===== config.mk =====
export PLATFORM = sky130hd
export DESIGN_NAME = ippcrc_crc12_40b_eng
export DESIGN_NICKNAME = d
export VERILOG_FILES = /design/src/rtl/ippcrc_crc12_40b_eng.sv
export SDC_FILE = /design/constraint.sdc
export NUM_CORES = 1
export LEC_CHECK = 0
export CORE_ASPECT_RATIO = 1.5
export CORE_UTILIZATION = 55
export DETAILED_ROUTE_END_ITERATION = 10
export MAX_ROUTING_LAYER = met4
export PLACE_DENSITY_LB_ADDON = 0.12
export SLEW_MARGIN = 40
export SYNTH_ARGS = -nofsm -noshare
export SYNTH_HDL_FRONTEND = slang
export SYNTH_HIERARCHICAL = 1
export SYNTH_SLANG_ARGS = --single-unit

===== constraint.sdc =====
create_clock -name clk -period 8.1 [get_ports clk]
set_input_delay 1.215 -clock clk [delete_from_list [all_inputs] [get_ports clk]]
set_output_delay 1.215 -clock clk [all_outputs]
set_load 0.005 [all_outputs]

===== src/rtl/ippcrc_crc12_40b_eng.sv =====
// CRC-12 (poly 0x80F) framing engine around a 40-bit-parallel update core.
// Optional macro IPPCRC_CRC12_ENG_STAT_EN adds frame/bad-frame statistics outputs.

module ippcrc_crc12_40b_core (
  input  logic [11:0] i_ci,
  input  logic [39:0] i_di,
  output logic [11:0] o_co
);
  localparam logic [11:0] POLY = 12'h80F;

  logic [11:0] w_c;
  logic        w_fb;

  // di[0] enters the division first, di[39] last; the loop unrolls into an XOR network.
  always_comb begin
    w_c  = i_ci;
    w_fb = 1'b0;
    for (int j = 0; j < 40; j++) begin
      w_fb = w_c[11] ^ i_di[j];
      w_c  = {w_c[10:0], 1'b0} ^ (w_fb ? POLY : 12'h000);
    end
    o_co = w_c;
  end
endmodule

module ippcrc_crc12_40b_eng #(
  parameter logic [11:0] CRC_INIT = 12'h000,
  parameter int          CNT_W    = 16
) (
  input  logic             clk,
  input  logic             rst,
  input  logic             i_mode,
  input  logic             i_vld,
  output logic             i_rdy,
  input  logic             i_sop,
  input  logic             i_eop,
  input  logic [39:0]      i_dat,
  input  logic [11:0]      i_crc_exp,
  output logic             o_vld,
  input  logic             o_rdy,
  output logic [11:0]      o_crc,
  output logic             o_chk_ok,
  output logic [CNT_W-1:0] o_wcnt,
  output logic             o_err
`ifdef IPPCRC_CRC12_ENG_STAT_EN
  ,
  output logic [31:0]      o_frm_cnt,
  output logic [31:0]      o_bad_cnt
`endif
);

  typedef enum logic [1:0] {
    ST_IDLE = 2'd0,
    ST_RUN  = 2'd1,
    ST_DONE = 2'd2
  } state_t;

  localparam logic [CNT_W-1:0] CNT_MAX = {CNT_W{1'b1}};
  localparam logic [CNT_W-1:0] CNT_ONE = {{(CNT_W-1){1'b0}}, 1'b1};

  state_t           r_state;
  state_t           w_state_nxt;
  logic [11:0]      r_crc;
  logic [CNT_W-1:0] r_wcnt;
  logic             r_mode;
  logic             r_o_vld;
  logic [11:0]      r_o_crc;
  logic             r_o_chk;
  logic [CNT_W-1:0] r_o_wcnt;
  logic             r_err;

  logic             w_acc;
  logic             w_take;
  logic [11:0]      w_ci;
  logic [11:0]      w_co;
  logic             w_upd;
  logic             w_load;
  logic             w_err;
  logic             w_mode_eff;
  logic             w_chk;
  logic [CNT_W-1:0] w_cnt_nxt;

  ippcrc_crc12_40b_core u_core (
    .i_ci (w_ci),
    .i_di (i_dat),
    .o_co (w_co)
  );

  // A pending result blocks input unless it is being taken this very cycle.
  assign i_rdy  = !rst && !(r_o_vld && !o_rdy);
  assign w_acc  = i_vld && i_rdy;
  assign w_take = r_o_vld && o_rdy;
  assign w_ci   = i_sop ? CRC_INIT : r_crc;

  // Per-word datapath values: effective mode, saturating count and check result.
  always_comb begin
    w_mode_eff = i_sop ? i_mode : r_mode;
    if (i_sop) begin
      w_cnt_nxt = CNT_ONE;
    end else if (r_wcnt == CNT_MAX) begin
      w_cnt_nxt = r_wcnt;
    end else begin
      w_cnt_nxt = r_wcnt + CNT_ONE;
    end
    if (w_mode_eff) begin
      w_chk = (w_co == i_crc_exp);
    end else begin
      w_chk = 1'b1;
    end
  end

  // Next-state and control decode.
  always_comb begin
    w_state_nxt = r_state;
    w_upd       = 1'b0;
    w_load      = 1'b0;
    w_err       = 1'b0;
    case (r_state)
      ST_IDLE: begin
        if (w_acc) begin
          if (i_sop) begin
            w_upd       = 1'b1;
            w_load      = i_eop;
            w_state_nxt = i_eop ? ST_DONE : ST_RUN;
          end else begin
            w_err       = 1'b1;
          end
        end else begin
          w_state_nxt = ST_IDLE;
        end
      end
      ST_RUN: begin
        // A sop here abandons the open frame and restarts on this word.
        if (w_acc) begin
          w_upd       = 1'b1;
          w_err       = i_sop;
          w_load      = i_eop;
          w_state_nxt = i_eop ? ST_DONE : ST_RUN;
        end else begin
          w_state_nxt = ST_RUN;
        end
      end
      ST_DONE: begin
        if (w_take) begin
          w_state_nxt = ST_IDLE;
          if (w_acc) begin
            if (i_sop) begin
              w_upd       = 1'b1;
              w_load      = i_eop;
              w_state_nxt = i_eop ? ST_DONE : ST_RUN;
            end else begin
              w_err       = 1'b1;
            end
          end else begin
            w_err       = 1'b0;
          end
        end else begin
          w_state_nxt = ST_DONE;
        end
      end
      default: begin
        w_state_nxt = ST_IDLE;
      end
    endcase
  end

  // State register, running CRC and result buffer.
  always_ff @(posedge clk) begin
    if (rst) begin
      r_state  <= ST_IDLE;
      r_crc    <= CRC_INIT;
      r_wcnt   <= {CNT_W{1'b0}};
      r_mode   <= 1'b0;
      r_o_vld  <= 1'b0;
      r_o_crc  <= 12'h000;
      r_o_chk  <= 1'b0;
      r_o_wcnt <= {CNT_W{1'b0}};
      r_err    <= 1'b0;
    end else begin
      r_state <= w_state_nxt;
      r_err   <= w_err;
      if (w_upd) begin
        r_crc  <= w_co;
        r_wcnt <= w_cnt_nxt;
        r_mode <= w_mode_eff;
      end
      // A new load wins over the handshake that frees the buffer in the same cycle.
      if (w_load) begin
        r_o_vld  <= 1'b1;
        r_o_crc  <= w_co;
        r_o_chk  <= w_chk;
        r_o_wcnt <= w_cnt_nxt;
      end else if (w_take) begin
        r_o_vld  <= 1'b0;
      end
    end
  end

  assign o_vld    = r_o_vld;
  assign o_crc    = r_o_crc;
  assign o_chk_ok = r_o_chk;
  assign o_wcnt   = r_o_wcnt;
  assign o_err    = r_err;

`ifdef IPPCRC_CRC12_ENG_STAT_EN
  logic [31:0] r_frm_cnt;
  logic [31:0] r_bad_cnt;
  logic        w_bad_hs;

  assign w_bad_hs = w_take && !r_o_chk;

  // Wrapping statistics; a failed check and an error pulse in one cycle both count.
  always_ff @(posedge clk) begin
    if (rst) begin
      r_frm_cnt <= 32'd0;
      r_bad_cnt <= 32'd0;
    end else begin
      r_frm_cnt <= r_frm_cnt + {31'd0, w_take};
      r_bad_cnt <= r_bad_cnt + {31'd0, w_bad_hs} + {31'd0, r_err};
    end
  end

  assign o_frm_cnt = r_frm_cnt;
  assign o_bad_cnt = r_bad_cnt;
`endif

endmodule


==> results of run 1 <==
-- layout make-up --
| type | instances | area share, % |
|---|---|---|
| tap | 102 | 2.28 |
| clock inverter | 4 | 0.851 |
| sequential | 62 | 22.2 |
| inverter | 12 | 0.806 |
| timing repair buffer | 94 | 16.5 |
| clock buffer | 11 | 4.34 |
| multi-input combinational | 357 | 53.0 |
-- report_power, final --
group / total [W] / switching [W] / internal [W]
combinational: 0.000892 / 0.000410 / 0.000482
clock: 0.000377 / 0.000133 / 0.000243
sequential: 0.000341 / 0.0000127 / 0.000328
-- metrics by stage --
step / area, µm² / hold WS [ns] / total power [W] / utilization, % / setup slack [ns]
after floorplan: 4380 / 0.432 / 0.00109 / - / 3.50
after global placement: 5280 / 0.439 / 0.00121 / 69.0 / 2.71
after detailed placement: 5280 / 0.445 / 0.00123 / 69.0 / 3.35
after CTS: 5570 / 0.452 / 0.00160 / 72.8 / 3.68
after global routing: 5590 / 0.474 / 0.00168 / 72.9 / 3.48
final: 5590 / 0.454 / 0.00161 / 72.9 / 3.65
-- registers in the layout, summed over array words and instances, names as in the netlist --
signal / count
o_wcnt: 16
r_wcnt: 16
o_crc: 12
r_crc: 12
r_state: 2
o_chk_ok: 1
o_err: 1
o_vld: 1
r_mode: 1
-- tightest hold or removal path: cells and delay by family (launching register included) --
family,cells,cell delay (ns)
flip-flops,1,0.30
AND/OR/NAND/NOR,1,0.05
AO/OA/AOI/OAI,1,0.05
-- worst min path at each step --
stage | endpoint | slack [ns] | depth (start not counted)
3_5_place_dp | r_crc[4] | 0.45 | 2
5_1_grt | r_crc[1] | 0.47 | 2
2_1_floorplan | r_crc[0] | 0.43 | 2
3_3_place_gp | r_crc[7] | 0.44 | 2
6_report | r_crc[8] | 0.45 | 2
4_1_cts | r_crc[4] | 0.45 | 2
-- cell families (layout without fill, tap and decap cells) --
kind of cell    Yosys count  after routing
compound gates          119            119
buf+inv                  43            121
simple gates            129            129
xor+xnor                105            105
fa+ha+maj                 1              1
mux                       3              3
flops                    62             62
-- metal layers --
metal  routed length (µm)  vias up  global-route usage, %  part of all wire (%)
li1                     -     1837                      -                     -
met2                 6580      170                   55.6                    52
met1                 4520     1816                   33.2                    36
met4                  756        0                   20.0                   6.0
met5                    0        -                      -                     0
met3                  712       46                   7.09                   5.7
-- synth_stat cells, types with 4 or more instances --
cell type / instances
dfxtp_1: 62
xnor2_1: 44
nand2_1: 38
a21oi_1: 37
xor2_1: 26
nand3_1: 19
clkbuf_1: 18
o21ai_0: 18
xnor3_1: 18
nor2b_1: 14
nor4_1: 13
inv_1: 12
nand4_1: 12
a211oi_1: 11
a31oi_1: 8
buf_2: 8
nor2_1: 8
xnor2_2: 6
nand2b_1: 5
o211ai_1: 5
or4_1: 5
a211o_1: 4
and3_1: 4
o211a_1: 4
o21a_1: 4
o32ai_1: 4
xnor3_2: 4
xor3_1: 4
==> run metrics, run 1 <==
via/cell ratio 6.03; io pins 91; FF-to-FF Start r_crc[5]; worst setup path start i_dat[19]; Worst EP required 8.34 ns; CP endpoint o_chk_ok; Max rail drop VDD 0.223 mV; drc violations 0; clock buffer depth 2; Die H 111 µm; multi-input logic area 2960 µm²; Pins Over Slew Limit 0; CP max FO 3; clock latency on the worst-skew pair 0.33 ns; fillers 599; RR Endpoint o_chk_ok; PwrDens 288 nW/µm²; largest net degree at the start of global routing 53; Compound-Gate Fraction of Synth Area 18.9%; worst reg2reg path depth 10; Worst Max-Slew Pin Slew 0.658 ns; area share of xor/xnor cells in the synthesized design 31.4%; worst min-delay path category reg -> reg; main combinational cell family by area after synthesis XOR/XNOR gates; Remaining Overflow, GRT 0; initial antenna violation count 0; Starting DRT DRC Count 202; number of synthesized flops with an enable pin 0; layout cell share with drive strength beyond 1 8.52%; startpoint types input port; period utilization 55.0%; ant diodes 0; post-CTS setup buffer count 0; crit-path leading delay family XOR/XNOR gates; core area 7660 µm²; number of buffers created by CTS 9; num rows 39; syn_nets 522; vias in the first global route 3892; Clock Skew 0.00574 ns; LEAKAGE 2.08 nW; Synth Flop Type dfxtp_1; yosys warns 6; Seq/Total Area, Yosys 28.4%; post-synthesis simple-gate area fraction 16.1%; Slowest cell on crit path xor3_2; Synth Register Bits 62; Port Buf Inserts 90; H-Tree Depth 3; antenna violation net count after detailed routing 0; hold_buf cts 0; Yosys top cell area share 28.4%; chip width 74.8 µm; dpl hpwl 9.24 mm; Net count, final 596; Setup violations, final 0; Worst path max stage delay 0.55 ns; f_max 225 MHz; Netlist cell types 59; critical path depth 10; Hold Crit Start r_crc[8]; multiplexer area fraction after synthesis 0.686%; slew margin rel. 56.0%; Max-cap violations 0; most frequent cells in the layout clkdlybuf4s50_1 (88), dfxtp_1 (62), xnor2_1 (44); Non-Filler Instances 642; Post-CTS Resized 0; internal reg-to-reg setup slack 4.59 ns; Cell Area, Synth 4380 µm²; Reg area 1240 µm²; status complete, no violations; final WL 12.6 mm; Cells after Synth 462; CP Data Arrival Time 4.69 ns; Fin Setup TNS 0 ns; WS Path Type in -> reg; commonest non-fill, non-tap cell in the layout clkdlybuf4s50_1; TritonCTS sink count 62; wire per inst 19.6 µm; Vias 3869; first-pass GRT wire length 19.5 mm; Initial DRT Pass Iterations 5; Overall Global Routing Usage 32.8%; die footprint 8320 µm²; worst path cell trace clkdlybuf4s50_1, xor3_2, xnor3_2, xnor3_1, xnor3_2, xnor3_1, xor2_1, nor4_1, a31oi_1, a211oi_1; top post-synthesis cells by area dfxtp_1 (28%), xnor3_1 (9.3%), xnor2_1 (8.8%); area added between synthesis and finish 27.7%; Initial Utilization 57.1%; RSZ-0062 raised after global routing false; WP buf/inv 1; count of final hold-check violations 0; Mean Syn Cell Area 9.47 µm²; post-synth top area cell dfxtp_1; clock root cell clkbuf_16; CTS tree done; Adder-Cell Fraction of Synth Area 0.286%; GP Congestion 0.951; fin crit period 4.45 ns; Async SR Flop Fraction 0%; clk slew on worst S/H paths 0.05 ns; Critical Path End Type register; placed cell count 626
Power figures use the tool's default switching activity.
==> inputs of run 2 (changes only) <==
--- a/config.mk
+++ b/config.mk
@@ -6,7 +6,7 @@
 export NUM_CORES = 1
 export LEC_CHECK = 0
 export CORE_ASPECT_RATIO = 1.5
-export CORE_UTILIZATION = 55
+export CORE_UTILIZATION = 52
 export DETAILED_ROUTE_END_ITERATION = 10
 export MAX_ROUTING_LAYER = met4
 export PLACE_DENSITY_LB_ADDON = 0.12
==> constraint.sdc (replaced) <==
create_clock -name clk -period 4.5 [get_ports clk]
set_input_delay 0.675 -clock clk [delete_from_list [all_inputs] [get_ports clk]]
set_output_delay 0.675 -clock clk [all_outputs]
set_load 0.005 [all_outputs]
==> run 2 against run 1 <==
  * Clock power up 99%
  * Non-clock buffer count up 6
  * Combinational power up 92%
  * Sequential cell count did not move
  * Final area increased by 1.5%
  * Highest routed layer unchanged
==> run metrics, run 2 (synthesis results as in run 1) <==
Worst EP required 4.74 ns (-3.60 ns); Clock Skew 0.00793 ns (+0.00219 ns); num rows 40 (+2.6%); Setup violations, final 0 (unchanged); Starting DRT DRC Count 139 (-31%); Worst Max-Slew Pin Slew 0.819 ns (+0.160 ns); Max rail drop VDD 0.475 mV (+110%); clock network power share 24.3% (+0.9 points); RSZ-0062 raised after global routing false; Initial Utilization 54.3% (-2.8 points); Die H 114 µm (+2.8%); clock buffer depth 2 (unchanged); PwrDens 542 nW/µm² (+88%); Port Buf Inserts 90 (unchanged); clk slew on worst S/H paths 0.05 ns (about the same); layout cell share with drive strength beyond 1 9.16% (+0.64 points); internal cell power 0.00203 W (+93%); antenna violation net count after detailed routing 0 (unchanged); fillers 647 (+8.0%); worst setup path start i_sop; number of buffers created by CTS 9 (unchanged); final WL 12.5 mm (-0.84%); Net count, final 602 (+1.0%); Vias 3826 (-1.1%); Remaining Overflow, GRT 0 (unchanged); WP buf/inv 1 (unchanged); GP Congestion 0.961 (+1.1%); fin crit period 4.22 ns; Critical Path End Type register; H-Tree Depth 3 (unchanged); area added between synthesis and finish 29.7%; Hold Crit Start r_crc[6]; WS Path Type in -> reg; startpoint types input port; Pwr Total 0.00308 W (+91%); CP Data Arrival Time 4.45 ns (-0.24 ns); die footprint 8790 µm² (+5.6%); slew margin rel. 45.2% (-11 points); most frequent cells in the layout clkdlybuf4s50_1 (89), dfxtp_1 (62), xnor2_1 (44); drc violations 0 (unchanged); ant diodes 0 (unchanged); clock root cell clkbuf_16; via/cell ratio 5.88 (-2.5%); Combinational Power Share 55.7% (+0.3 points); clock latency on the worst-skew pair 0.33 ns (about the same); first-pass GRT wire length 19.4 mm (-0.77%); count of final hold-check violations 0 (unchanged); io pins 91 (unchanged); vias in the first global route 3849 (-1.1%); Post-CTS Resized 0 (unchanged); f_max 237 MHz; CP max FO 9 (+6); dpl hpwl 9.48 mm (+2.6%); CTS tree done; LEAKAGE 2.12 nW (+2.0%); Max-cap violations 0 (unchanged); wire per inst 19.1 µm (-2.2%); status complete, no violations; crit-path leading delay family XOR/XNOR gates; Pins Over Slew Limit 0 (unchanged); switching power 0.00105 W (+88%); period utilization 93.7%; worst path cell trace clkdlybuf4s50_1, nor2b_1, xnor2_2, xnor3_1, xor2_1, xnor3_2, xnor3_1, xor2_1, nor4_1, a31oi_1, a211oi_1; largest net degree at the start of global routing 52 (-1.9%); Initial DRT Pass Iterations 4 (-1); TritonCTS sink count 62 (unchanged); Sw Share 34.0% (-0.55 points); hold_buf cts 0 (unchanged); post-CTS setup buffer count 0 (unchanged); core area 8060 µm² (+5.2%); Worst path max stage delay 0.74 ns (+0.19 ns); Overall Global Routing Usage 30.3% (-2.5 points); commonest non-fill, non-tap cell in the layout clkdlybuf4s50_1; initial antenna violation count 0 (unchanged); worst min-delay path category reg -> reg; Slowest cell on crit path clkdlybuf4s50_1; chip width 76.9 µm (+2.8%); Fin Setup TNS 0 ns (unchanged); Reg power frac 20.0% (-1.2 points); FF-to-FF Start r_crc[6]
[run 2: power groups by stage]
stage	clock network (W)	registers, W	logic, W
after floorplan	0	0.000619	0.00134
after CTS	0.000758	0.000614	0.00171
after global routing	0.000785	0.000619	0.00182
after global placement	0	0.000624	0.00167
final	0.000749	0.000614	0.00171
after detailed placement	0	0.000625	0.00170
[run 2: worst paths after layout]
check,to,slack (ns),depth (start not counted)
max,o_chk_ok,0.28,11
min,r_crc[6],0.45,2
max reg2reg,o_chk_ok,1.07,10
min reg2reg,r_crc[6],0.45,2
[run 2: stage by stage]
stage | hold slack, ns | util, % | worst slack (ns) | instance area, µm² | std cells
after floorplan | 0.432 | - | 0.444 | 4380 | 462
after global placement | 0.441 | 66.2 | 0.0660 | 5330 | 635
after detailed placement | 0.442 | 66.2 | -0.0577 | 5330 | 635
after CTS | 0.449 | 70.2 | 0.244 | 5660 | 650
after global routing | 0.471 | 70.4 | 0.149 | 5670 | 651
final | 0.450 | 70.4 | 0.283 | 5670 | 651
[run 2: layer usage]
| layer | global-route usage, % | vias up | routed length [µm] |
|---|---|---|---|
| met5 | - | - | 0 |
| met4 | 18.6 | 0 | 633 |
| met3 | 5.98 | 40 | 619 |
| met2 | 55.4 | 141 | 6710 |
| met1 | 29.0 | 1796 | 4500 |
| li1 | - | 1849 | - |
[run 2: final cells by class]
type | count | area (µm²) | area share (%)
clock buffers | 12 | 256 | 4.52
clock inverters | 3 | 67.6 | 1.19
inverters | 12 | 45.0 | 0.794
multi-input cells | 357 | 2960 | 52.2
flip-flops and latches | 62 | 1240 | 21.9
well taps | 105 | 131 | 2.32
repair buffers | 100 | 971 | 17.1
[run 2: tightest hold or removal path: cells and delay by family (launching register included)]
family / cells / cell delay [ns]
compound gates: 1 / 0.05
flops: 1 / 0.30
simple gates: 1 / 0.05
==> inputs of run 3 (changes only) <==
--- a/config.mk
+++ b/config.mk
@@ -10,7 +10,7 @@
 export DETAILED_ROUTE_END_ITERATION = 10
 export MAX_ROUTING_LAYER = met4
 export PLACE_DENSITY_LB_ADDON = 0.12
-export SLEW_MARGIN = 40
+export SLEW_MARGIN = 10
 export SYNTH_ARGS = -nofsm -noshare
 export SYNTH_HDL_FRONTEND = slang
 export SYNTH_HIERARCHICAL = 1
==> run 3 against run 2 <==
  * Combinational power hardly changed
  * Final cell count is 0.15% lower
  * Core utilization is 0.23 points lower
  * Total power hardly changed
==> run metrics, run 3 (synthesis results as in run 1) <==
wire per inst 19.1 µm (-0.32%); fin crit period 4.23 ns (+0.0181 ns); RSZ-0062 raised after global routing false; initial antenna violation count 0 (unchanged); io pins 91 (unchanged); crit-path leading delay family XOR/XNOR gates; GP Congestion 0.961 (unchanged); ant diodes 0 (unchanged); vias in the first global route 3849 (unchanged); Net count, final 601 (-0.17%); Initial DRT Pass Iterations 4 (unchanged); startpoint types input port; CP max FO 9 (unchanged); clk slew on worst S/H paths 0.05 ns (about the same); CTS tree done; Post-CTS Resized 0 (unchanged); Pins Over Slew Limit 0 (unchanged); clock latency on the worst-skew pair 0.33 ns (about the same); largest net degree at the start of global routing 52 (unchanged); area added between synthesis and finish 29.3%; Die H 114 µm (unchanged); Initial Utilization 54.3% (unchanged); Worst path max stage delay 0.74 ns (about the same); drc violations 0 (unchanged); first-pass GRT wire length 19.4 mm (unchanged); dpl hpwl 9.48 mm (unchanged); most frequent cells in the layout clkdlybuf4s50_1 (89), dfxtp_1 (62), xnor2_1 (44); WS Path Type in -> reg; antenna violation net count after detailed routing 0 (unchanged); Remaining Overflow, GRT 0 (unchanged); Max rail drop VDD 0.475 mV (about the same); final WL 12.4 mm (-0.47%); count of final hold-check violations 0 (unchanged); status complete, no violations; layout cell share with drive strength beyond 1 8.62% (-0.53 points); Setup violations, final 0 (unchanged); clock root cell clkbuf_16; Worst EP required 4.73 ns (about the same); worst min-delay path category reg -> reg; post-CTS setup buffer count 0 (unchanged); slew margin rel. 38.1% (-7.1 points); chip width 76.9 µm (unchanged); placed cell count 635 (unchanged); number of buffers created by CTS 9 (unchanged); worst path cell trace clkdlybuf4s50_1, nor2b_1, xnor2_2, xnor3_1, xor2_1, xnor3_2, xnor3_1, xor2_1, nor4_1, a31oi_1, a211oi_1; Vias 3822 (-0.10%); Critical Path End Type register; Post-DP Area 5330 µm² (unchanged); Worst Max-Slew Pin Slew 0.920 ns (+0.101 ns); Non-Filler Instances 650 (-0.15%); PwrDens 544 nW/µm² (+0.23%); f_max 236 MHz (-0.43%); Overall Global Routing Usage 30.3% (unchanged); Max-cap violations 0 (unchanged); core area 8060 µm² (unchanged); period utilization 94.1% (+0.40 points); H-Tree Depth 3 (unchanged); WP buf/inv 1 (unchanged); num rows 40 (unchanged); Slowest cell on crit path clkdlybuf4s50_1; TritonCTS sink count 62 (unchanged); commonest non-fill, non-tap cell in the layout clkdlybuf4s50_1; post-route cell area 5660 µm² (-0.33%); CP Data Arrival Time 4.47 ns (+0.02 ns); clock buffer depth 2 (unchanged); Fin Setup TNS 0 ns (unchanged); via/cell ratio 5.88 (about the same); die footprint 8790 µm² (unchanged); Clock Skew 0.00757 ns (-0.000361 ns); hold_buf cts 0 (unchanged); Final Hold Slack 0.449 ns (-0.000429 ns); LEAKAGE 2.11 nW (-0.33%); Port Buf Inserts 90 (unchanged); Starting DRT DRC Count 156 (+12%)
-- run 3: changes by cell type in the layout (fill, tap and decap cells not counted), sizes merged --
cell	before	now
buf	11	10
-- run 3: worst paths after layout --
check / slack, ns / endpoint / cells after the start / from
max: 0.27 / o_chk_ok / 11 / i_sop
max reg2reg: 1.05 / o_chk_ok / 10 / r_crc[6]
min: 0.45 / r_crc[2] / 2 / r_crc[2]
min reg2reg: 0.45 / r_crc[2] / 2 / r_crc[2]
-- run 3: final cells by class --
cell class	count	area, µm²
clock buffers	12	256
clock inverters	3	67.6
fillers	649	2400
inverters	12	45.0
multi-input cells	357	2950
flip-flops and latches	62	1240
well taps	105	131
repair buffers	99	963
-- run 3: worst register-to-register path, stage by stage, from the launching register on --
cell,delay (ns)
dfxtp_1,0.32
nor2b_1,0.21
xnor2_2,0.17
xnor3_1,0.49
xor2_1,0.37
xnor3_2,0.53
xnor3_1,0.40
xor2_1,0.18
nor4_1,0.28
a31oi_1,0.14
a211oi_1,0.27
-- run 3: stage by stage --
| stage | power, W | setup WS, ns | util, % |
|---|---|---|---|
| finish | 0.00307 | 0.265 | 70.2 |
| global route | 0.00322 | 0.149 | 70.2 |
| CTS | 0.00308 | 0.244 | 70.2 |
| detailed placement | 0.00233 | -0.0577 | 66.2 |
| global placement | 0.00229 | 0.0660 | 66.2 |
| floorplan | 0.00196 | 0.444 | - |
-- run 3: per-layer routing --
metal	track usage [%]	up-vias	part of all wire [%]
li1	-	1843	-
met1	29.0	1800	36
met2	55.4	141	54
met3	5.98	38	5.1
met4	18.6	0	5.0
met5	-	-	0
-- run 3: where the power goes --
group | total, W | switching, W | internal (W)
combinational | 0.00171 | 0.000783 | 0.000929
sequential | 0.000614 | 0.0000230 | 0.000591
clock | 0.000749 | 0.000237 | 0.000511
